**src/rtl/mul_div_unit.sv**
```systemverilog
// mul_div_unit
//   Iterative multiply/divide unit holding the architectural HI/LO registers.
//   It runs MULT, MULTU, DIV and DIVU one bit per cycle and services MTHI/MTLO
//   writes. Latency is WIDTH+1 cycles: WIDTH CALC iterations, then one FIX
//   cycle that applies the sign correction and writes HI/LO.
//
// Ports
//   clock   in   rising-edge clock
//   reset   in   asynchronous active-low reset
//   start   in   launch an operation (accepted only in IDLE)
//   op      in   00 MULT, 01 MULTU, 10 DIV, 11 DIVU
//   src_a   in   multiplicand / dividend
//   src_b   in   multiplier / divisor
//   mthi    in   write wdata to HI (accepted only in IDLE)
//   mtlo    in   write wdata to LO (accepted only in IDLE)
//   wdata   in   data for MTHI/MTLO
//   cancel  in   flush: abort any operation, highest priority input
//   busy    out  operation in flight
//   done    out  one-cycle pulse after HI/LO were written by an operation
//   hi, lo  out  architectural HI/LO registers
module mul_div_unit #(
    parameter int WIDTH = 32
) (
    input  logic             clock,
    input  logic             reset,
    input  logic             start,
    input  logic [1:0]       op,
    input  logic [WIDTH-1:0] src_a,
    input  logic [WIDTH-1:0] src_b,
    input  logic             mthi,
    input  logic             mtlo,
    input  logic [WIDTH-1:0] wdata,
    input  logic             cancel,
    output logic             busy,
    output logic             done,
    output logic [WIDTH-1:0] hi,
    output logic [WIDTH-1:0] lo
);

    localparam int CW = $clog2(WIDTH);
    localparam logic [CW-1:0] LAST_ITER = CW'(WIDTH - 1);

    typedef enum logic [1:0] {
        IDLE = 2'd0,
        CALC = 2'd1,
        FIX  = 2'd2
    } state_t;

    state_t             state_reg;
    logic [CW-1:0]      count_reg;
    logic               is_div_reg;
    logic               neg_q_reg;      // negate product / quotient in FIX
    logic               neg_r_reg;      // negate remainder in FIX
    logic [WIDTH-1:0]   raw_a_reg;      // raw dividend, returned in HI on divide-by-zero
    logic [WIDTH-1:0]   mag_a_reg;
    logic [WIDTH-1:0]   mag_b_reg;
    // Multiply: {partial sum, remaining multiplier bits}.
    // Divide:   {partial remainder, dividend bits shifting out / quotient bits shifting in}.
    logic [2*WIDTH-1:0] acc_reg;
    logic               busy_reg;
    logic               done_reg;
    logic [WIDTH-1:0]   hi_reg;
    logic [WIDTH-1:0]   lo_reg;

    // Operand magnitudes and signs for the operation being launched.
    logic             is_signed;
    logic             sign_a;
    logic             sign_b;
    logic [WIDTH-1:0] mag_a;
    logic [WIDTH-1:0] mag_b;

    always_comb begin
        is_signed = ~op[0];
        sign_a    = is_signed & src_a[WIDTH-1];
        sign_b    = is_signed & src_b[WIDTH-1];
        mag_a     = sign_a ? (~src_a + 1'b1) : src_a;
        mag_b     = sign_b ? (~src_b + 1'b1) : src_b;
    end

    // One iteration of shift-add multiply or restoring divide.
    logic [WIDTH:0]     mul_sum;
    logic [WIDTH:0]     div_shift;
    logic [WIDTH:0]     div_diff;
    logic               div_ge;
    logic [2*WIDTH-1:0] acc_step;

    always_comb begin
        mul_sum   = {1'b0, acc_reg[2*WIDTH-1:WIDTH]}
                  + (acc_reg[0] ? {1'b0, mag_a_reg} : {(WIDTH+1){1'b0}});
        div_shift = {acc_reg[2*WIDTH-1:WIDTH], acc_reg[WIDTH-1]};
        div_diff  = div_shift - {1'b0, mag_b_reg};
        div_ge    = (div_shift >= {1'b0, mag_b_reg});
        if (is_div_reg) begin
            acc_step = {(div_ge ? div_diff[WIDTH-1:0] : div_shift[WIDTH-1:0]),
                        acc_reg[WIDTH-2:0], div_ge};
        end else begin
            acc_step = {mul_sum, acc_reg[WIDTH-1:1]};
        end
    end

    // Sign-corrected results used in FIX.
    logic [2*WIDTH-1:0] product_fix;
    logic [WIDTH-1:0]   quot_fix;
    logic [WIDTH-1:0]   rem_fix;

    always_comb begin
        product_fix = neg_q_reg ? (~acc_reg + 1'b1) : acc_reg;
        quot_fix    = neg_q_reg ? (~acc_reg[WIDTH-1:0] + 1'b1) : acc_reg[WIDTH-1:0];
        rem_fix     = neg_r_reg ? (~acc_reg[2*WIDTH-1:WIDTH] + 1'b1)
                                : acc_reg[2*WIDTH-1:WIDTH];
    end

    always_ff @(posedge clock or negedge reset) begin
        if (!reset) begin
            state_reg  <= IDLE;
            count_reg  <= '0;
            is_div_reg <= 1'b0;
            neg_q_reg  <= 1'b0;
            neg_r_reg  <= 1'b0;
            raw_a_reg  <= '0;
            mag_a_reg  <= '0;
            mag_b_reg  <= '0;
            acc_reg    <= '0;
            busy_reg   <= 1'b0;
            done_reg   <= 1'b0;
            hi_reg     <= '0;
            lo_reg     <= '0;
        end else begin
            done_reg <= 1'b0;
            if (cancel) begin
                state_reg <= IDLE;
                busy_reg  <= 1'b0;
            end else begin
                case (state_reg)
                    IDLE: begin
                        if (mthi) hi_reg <= wdata;
                        if (mtlo) lo_reg <= wdata;
                        if (start) begin
                            state_reg  <= CALC;
                            busy_reg   <= 1'b1;
                            count_reg  <= '0;
                            is_div_reg <= op[1];
                            neg_q_reg  <= sign_a ^ sign_b;
                            neg_r_reg  <= sign_a;
                            raw_a_reg  <= src_a;
                            mag_a_reg  <= mag_a;
                            mag_b_reg  <= mag_b;
                            // Multiplier bits or dividend bits start in the low half.
                            acc_reg    <= {{WIDTH{1'b0}}, (op[1] ? mag_a : mag_b)};
                        end
                    end
                    CALC: begin
                        acc_reg   <= acc_step;
                        count_reg <= count_reg + 1'b1;
                        if (count_reg == LAST_ITER) state_reg <= FIX;
                    end
                    FIX: begin
                        if (!is_div_reg) begin
                            hi_reg <= product_fix[2*WIDTH-1:WIDTH];
                            lo_reg <= product_fix[WIDTH-1:0];
                        end else if (mag_b_reg == '0) begin
                            hi_reg <= raw_a_reg;
                            lo_reg <= {WIDTH{1'b1}};
                        end else begin
                            hi_reg <= rem_fix;
                            lo_reg <= quot_fix;
                        end
                        done_reg  <= 1'b1;
                        busy_reg  <= 1'b0;
                        state_reg <= IDLE;
                    end
                    default: begin
                        state_reg <= IDLE;
                        busy_reg  <= 1'b0;
                    end
                endcase
            end
        end
    end

    assign busy = busy_reg;
    assign done = done_reg;
    assign hi   = hi_reg;
    assign lo   = lo_reg;

endmodule

```
**config.mk**
```make
export PLATFORM = sky130hd
export DESIGN_NAME = mul_div_unit
export DESIGN_NICKNAME = d
export VERILOG_FILES = /design/src/rtl/mul_div_unit.sv
export SDC_FILE = /design/constraint.sdc
export NUM_CORES = 1
export LEC_CHECK = 0
export CAP_MARGIN = 20
export CORE_MARGIN = 4
export CORE_UTILIZATION = 53
export DETAILED_ROUTE_END_ITERATION = 16
export PLACE_DENSITY = 0.78
export RECOVER_POWER = 25
export SETUP_SLACK_MARGIN = 0.02
export SYNTH_ARGS = -nofsm -noshare
export SYNTH_HDL_FRONTEND = slang
export SYNTH_SLANG_ARGS = --single-unit
export TNS_END_PERCENT = 20
```
**constraint.sdc**
```tcl
create_clock -name clock -period 3.51 [get_ports clock]
set_clock_uncertainty 0.15 [all_clocks]
set_input_delay 0.702 -clock clock [delete_from_list [all_inputs] [get_ports clock]]
set_output_delay 0.702 -clock clock [all_outputs]
set_load 0.02 [all_outputs]
```
## Word level (Yosys, flattened, before mapping)

Index checks and enable logic that the tools add are counted.

| word-level totals | value |
|---|---|
| register bits | 236 |

| operators by class | value |
|---|---|
| eq/ne operators | 9 |
| add/sub/neg operators | 8 |
| reduce and logical (&&, ||, !) cells | 10 |
| bitwise operators | 10 |
| muxes and demuxes | 30 |
| magnitude comparators | 1 |

Operators by type and width:

| cell | number |
|---|---|
| $mux 32 | 13 |
| $mux 64 | 3 |
| $add 32x1->32 const B | 4 |
| $not 32->32 | 4 |
| $pmux 32 s2 | 2 |
| $pmux 64 s2 | 1 |
| $add 64x1->64 const B | 1 |
| $not 64->64 | 1 |
| $add 32x32->33 | 1 |
| $ge 33x32->1 | 1 |
| $logic_not 32->1 | 1 |
| $sub 32x32->32 | 1 |
| $reduce_and 3->1 | 4 |
| $pmux 5 s2 | 1 |
| $ne 2x2->1 const B | 4 |
| $mux 2 | 3 |
| $ne 3x3->1 const B | 2 |
| $add 5x1->5 const B | 1 |
| $eq 5x5->1 const B | 1 |
| $mux 5 | 1 |
| $mux 1 | 4 |
| $pmux 2 s2 | 1 |
| $reduce_and 2->1 | 2 |
| $reduce_bool 2->1 | 2 |
| 7 further kinds | 9 |

## Longest topological paths before layout

| logic depth | value |
|---|---|
| depth after elaboration | 6 |
| gate-level depth with buffers | 15 |

## Worst setup path after synthesis

Ideal clock, no wire load.

| timing | value |
|---|---|
| path kind | register to register |
| start point | register acc_reg[0] |
| end point | register acc_reg[57] |
| clock period less this slack | 3.462 ns |
| stages on the path, launching flop included | 14 |
| path buffers | 2 |
| arrival time | 3.186 ns |
| path slack | 0.048 ns |
| data required time | 3.234 ns |
| path through | dfrtp_1 > clkbuf_1 > clkbuf_1 > and2_1 > ha_1 > a21o_1 > a221o_1 > a31o_2 > a311o_1 > a21oi_1 > nor2_1 > a31oi_1 > xnor2_1 > a221o_1 |

| between the ends | value |
|---|---|
| word-level cells in the longest chain between the ends | 4 |

Ends and longest elaborated chain:

| element | line | RTL |
|---|---|---|
| start: declaration | 59 | `logic [2*WIDTH-1:0] acc_reg;` |
| start signal: assignment | 149 | `acc_reg <= {{WIDTH{1'b0}}, (op[1] ? mag_a : mag_b)};` |
| start signal: assignment | 153 | `acc_reg <= acc_step;` |
| $mux 32 | 89 | `+ (acc_reg[0] ? {1'b0, mag_a_reg} : {(WIDTH+1){1'b0}});` |
| $add 32x32->33 | 89 |  |
| $mux 64 | 93 | `if (is_div_reg) begin` |
| $pmux 64 s2 | 134 | `case (state_reg)` |

No other way between the ends.
A chain may end at the register's enable or synchronous reset.

## Final worst setup path

| timing | value |
|---|---|
| start point | register acc_reg[0] |
| end point | register acc_reg[62] |

The elaborated chain is that of the path after synthesis.

==> qor.csv <==
metric,value,unit
ANT nets after route,0,
Initial Util,53.51,%
RSZ-0062 raised after global routing,yes,
Hold Crit Class,flip-flop to flip-flop,
finished layout cell area,22880,sq um
routed len/inst,23.24,um
Critical Path Start Type,flip-flop,
Worst-path clk slew,60,ps
maxcap violations,1,
clk sinks,235,
WL final,71410,um
"FF+latch count, synth",235,
layout cells sized above 1,14.36,%
"non-filler cells, final",3073,
post-synthesis cell area,17900,sq um
final period utilization,99.33,%
initial antenna violation count,1,
area grow syn2layout,27.83,%
antenna cells,0,
CTS Buf Count,29,
Clock Path Buffers,3,
Worst Path Max Fanout,10,
Top Ports,170,
DP HPWL,56100,um
Via density,6.240,
Slew @ Worst Pin,2033,ps
worst hold slack,325.2,ps
Critical Path RT,3840,ps
placed inst area,21740,sq um
post-route DRC violation count,0,
sequential share of the synthesized area,32.86,%
Congestion Overflow GR,0,
syn_nets,2468,
crit path capture type,flip-flop,
DR vias,19180,
Finished Core Util,68.40,%
Post-Syn Area per Cell,7.809,sq um
first-pass GRT wire length,107300,um
max reg flops,64,
All-Layer GR Usage,37.69,%
number of global-route vias before repair,18390,
"EDFF count, synth",0,
CTS tree,done,
"FFs w/ async S/R, synth",100.0,%
row cnt,67,
DR iter-0 viols,2625,
routability congestion estimate,1.005,
max-slew violations,72,
Pleak,0.01047,uW
setup violators final,0,
PortBufs,169,
failing checks,"max-capacitance violations, max-slew violations",
"Arr. time, crit path",3810,ps
pin count of the biggest net entering global routing,74,
most common flop cell mapped by yosys,dfrtp_1,
Die H,191.8,um
"Clk Latency, worst-skew pair",560,ps
YS warnings,0,
H-Tree Depth,1,
Yosys cell types,71,
PwrDens,612.0,nW/um^2
Max Clk Rate,286.8,MHz
Crit Path Class,flip-flop to flip-flop,
Max VDD drop,430.7,uV
drt first pass iters,7,
cell count after synthesis,2292,
Slew headroom,-35.53,%
status,"complete, but fails checks",
# nets final,2785,
CTS Root Buffer Type,clkbuf_16,
total placed cells including tap cells,3023,
minimum clock period,3486,ps
Die X,191.8,um
Die ar.,36770,sq um
"Hold Vio Cnt, Final",0,
core area,33450,sq um
final cells by class:
cell class | count | area [sq um]
Clock inverter | 10 | 177.7
Clock buffer | 37 | 815.8
Sequential cell | 235 | 5887
Multi-Input combinational cell | 1824 | 11310
Tap cell | 448 | 560.5
Fill cell | 2761 | 10570
Inverter | 76 | 285.3
Timing Repair Buffer | 443 | 3842
layout by cell type (no fill, tap or decap), drive strengths merged, types with 20 or more instances in the layout:
master and n:
mux2i 67, o21ai 279, dfrtp 235, and3 22, buf 272, ha 70
clkbuf 39, o31ai 26, and2 37, o22ai 32, a21o 37, inv 75
or3 23, nand4 20, clkdlybuf4s50 167, xnor2 110, nor3 38, nor2 142
nor4 22, nand2 350, a21oi 201, xor2 72, nand3 40
synthesized netlist by cell type (37+ instances only):
master / count / share of area [%]
and2_1: 37 / 1.3
inv_1: 75 / 1.6
o21ai_0: 266 / 7.4
mux2i_1: 67 / 3.7
a21oi_1: 201 / 5.6
nor2_1: 141 / 3.0
nand2_1: 350 / 7.3
ha_1: 70 / 4.9
nand3_1: 40 / 1.1
dfrtp_1: 235 / 33
a21o_1: 37 / 1.6
xnor2_1: 110 / 5.4
nor3_1: 38 / 1.1
clkbuf_1: 145 / 3.0
xor2_1: 72 / 3.5
worst paths after layout:
| path | start | endpoint | slack [ps] | cells after the start |
|---|---|---|---|---|
| max | acc_reg[0] | acc_reg[62] | 20 | 13 |
| min reg2reg | hi[1] | hi[1] | 330 | 2 |
| min in group asynchronous | reset | lo[7] | 1120 | 2 |
| min | hi[1] | hi[1] | 330 | 2 |
| max reg2reg | acc_reg[0] | acc_reg[62] | 20 | 13 |
| max in group asynchronous | reset | is_div_reg | 590 | 2 |
layer usage:
metal,up-vias,track usage [%],share of wire (%)
li1,8779,-,-
met1,9123,51.50,41
met2,1051,59.67,45
met3,224,6.434,9.5
met4,0,15.11,5.1
met5,-,0,0
cells by family (layout without fill, tap and decap cells):
group | Yosys count | after routing | share of synthesized area [%]
flip-flops | 235 | 235 | 32.86
multiplexers | 72 | 72 | 4.061
AND/OR/NAND/NOR | 760 | 760 | 19.62
AO/OA/AOI/OAI | 738 | 738 | 24.52
adder cells (fa/ha/maj) | 72 | 72 | 5.117
XOR/XNOR | 182 | 182 | 8.906
buffers and inverters | 233 | 566 | 4.928
power breakdown:
group	internal, uW	total [uW]	switching, uW
Clock	1980	3190	1210
Combinational	2970	7070	4100
Sequential	3220	3740	521
Total	8160	14000	5840
timing repair:
item	4_1_cts	5_1_grt
endpoints found under the setup margin	4	20
gates resized for setup	4	32
pin swaps	0	7
hold buffers	1	0
endpoints found under the hold margin	4	0
buffers inserted	0	2
worst max-delay path: stages, from the launching register on:
cell and delay [ps]:
dfrtp_2 460, and2_1 160, ha_1 310, a21o_1 220, a31o_2 260, o211ai_1 460, o31ai_2 140, and3_4 210
a31oi_1 160, buf_4 160, o21ai_0 80, a21o_1 220, mux2_2 280, o21ai_0 140
per-stage QoR:
step,setup slack [ps],setup TNS [ps],total power [uW]
after CTS,27.80,0,13770
after floorplan,48.23,0,7787
after detailed placement,-353.6,-2319,10540
after global placement,-287.4,-1773,10420
final,23.53,0,14000
after global routing,-112.7,-340.7,14730
Power figures use the tool's default switching activity.
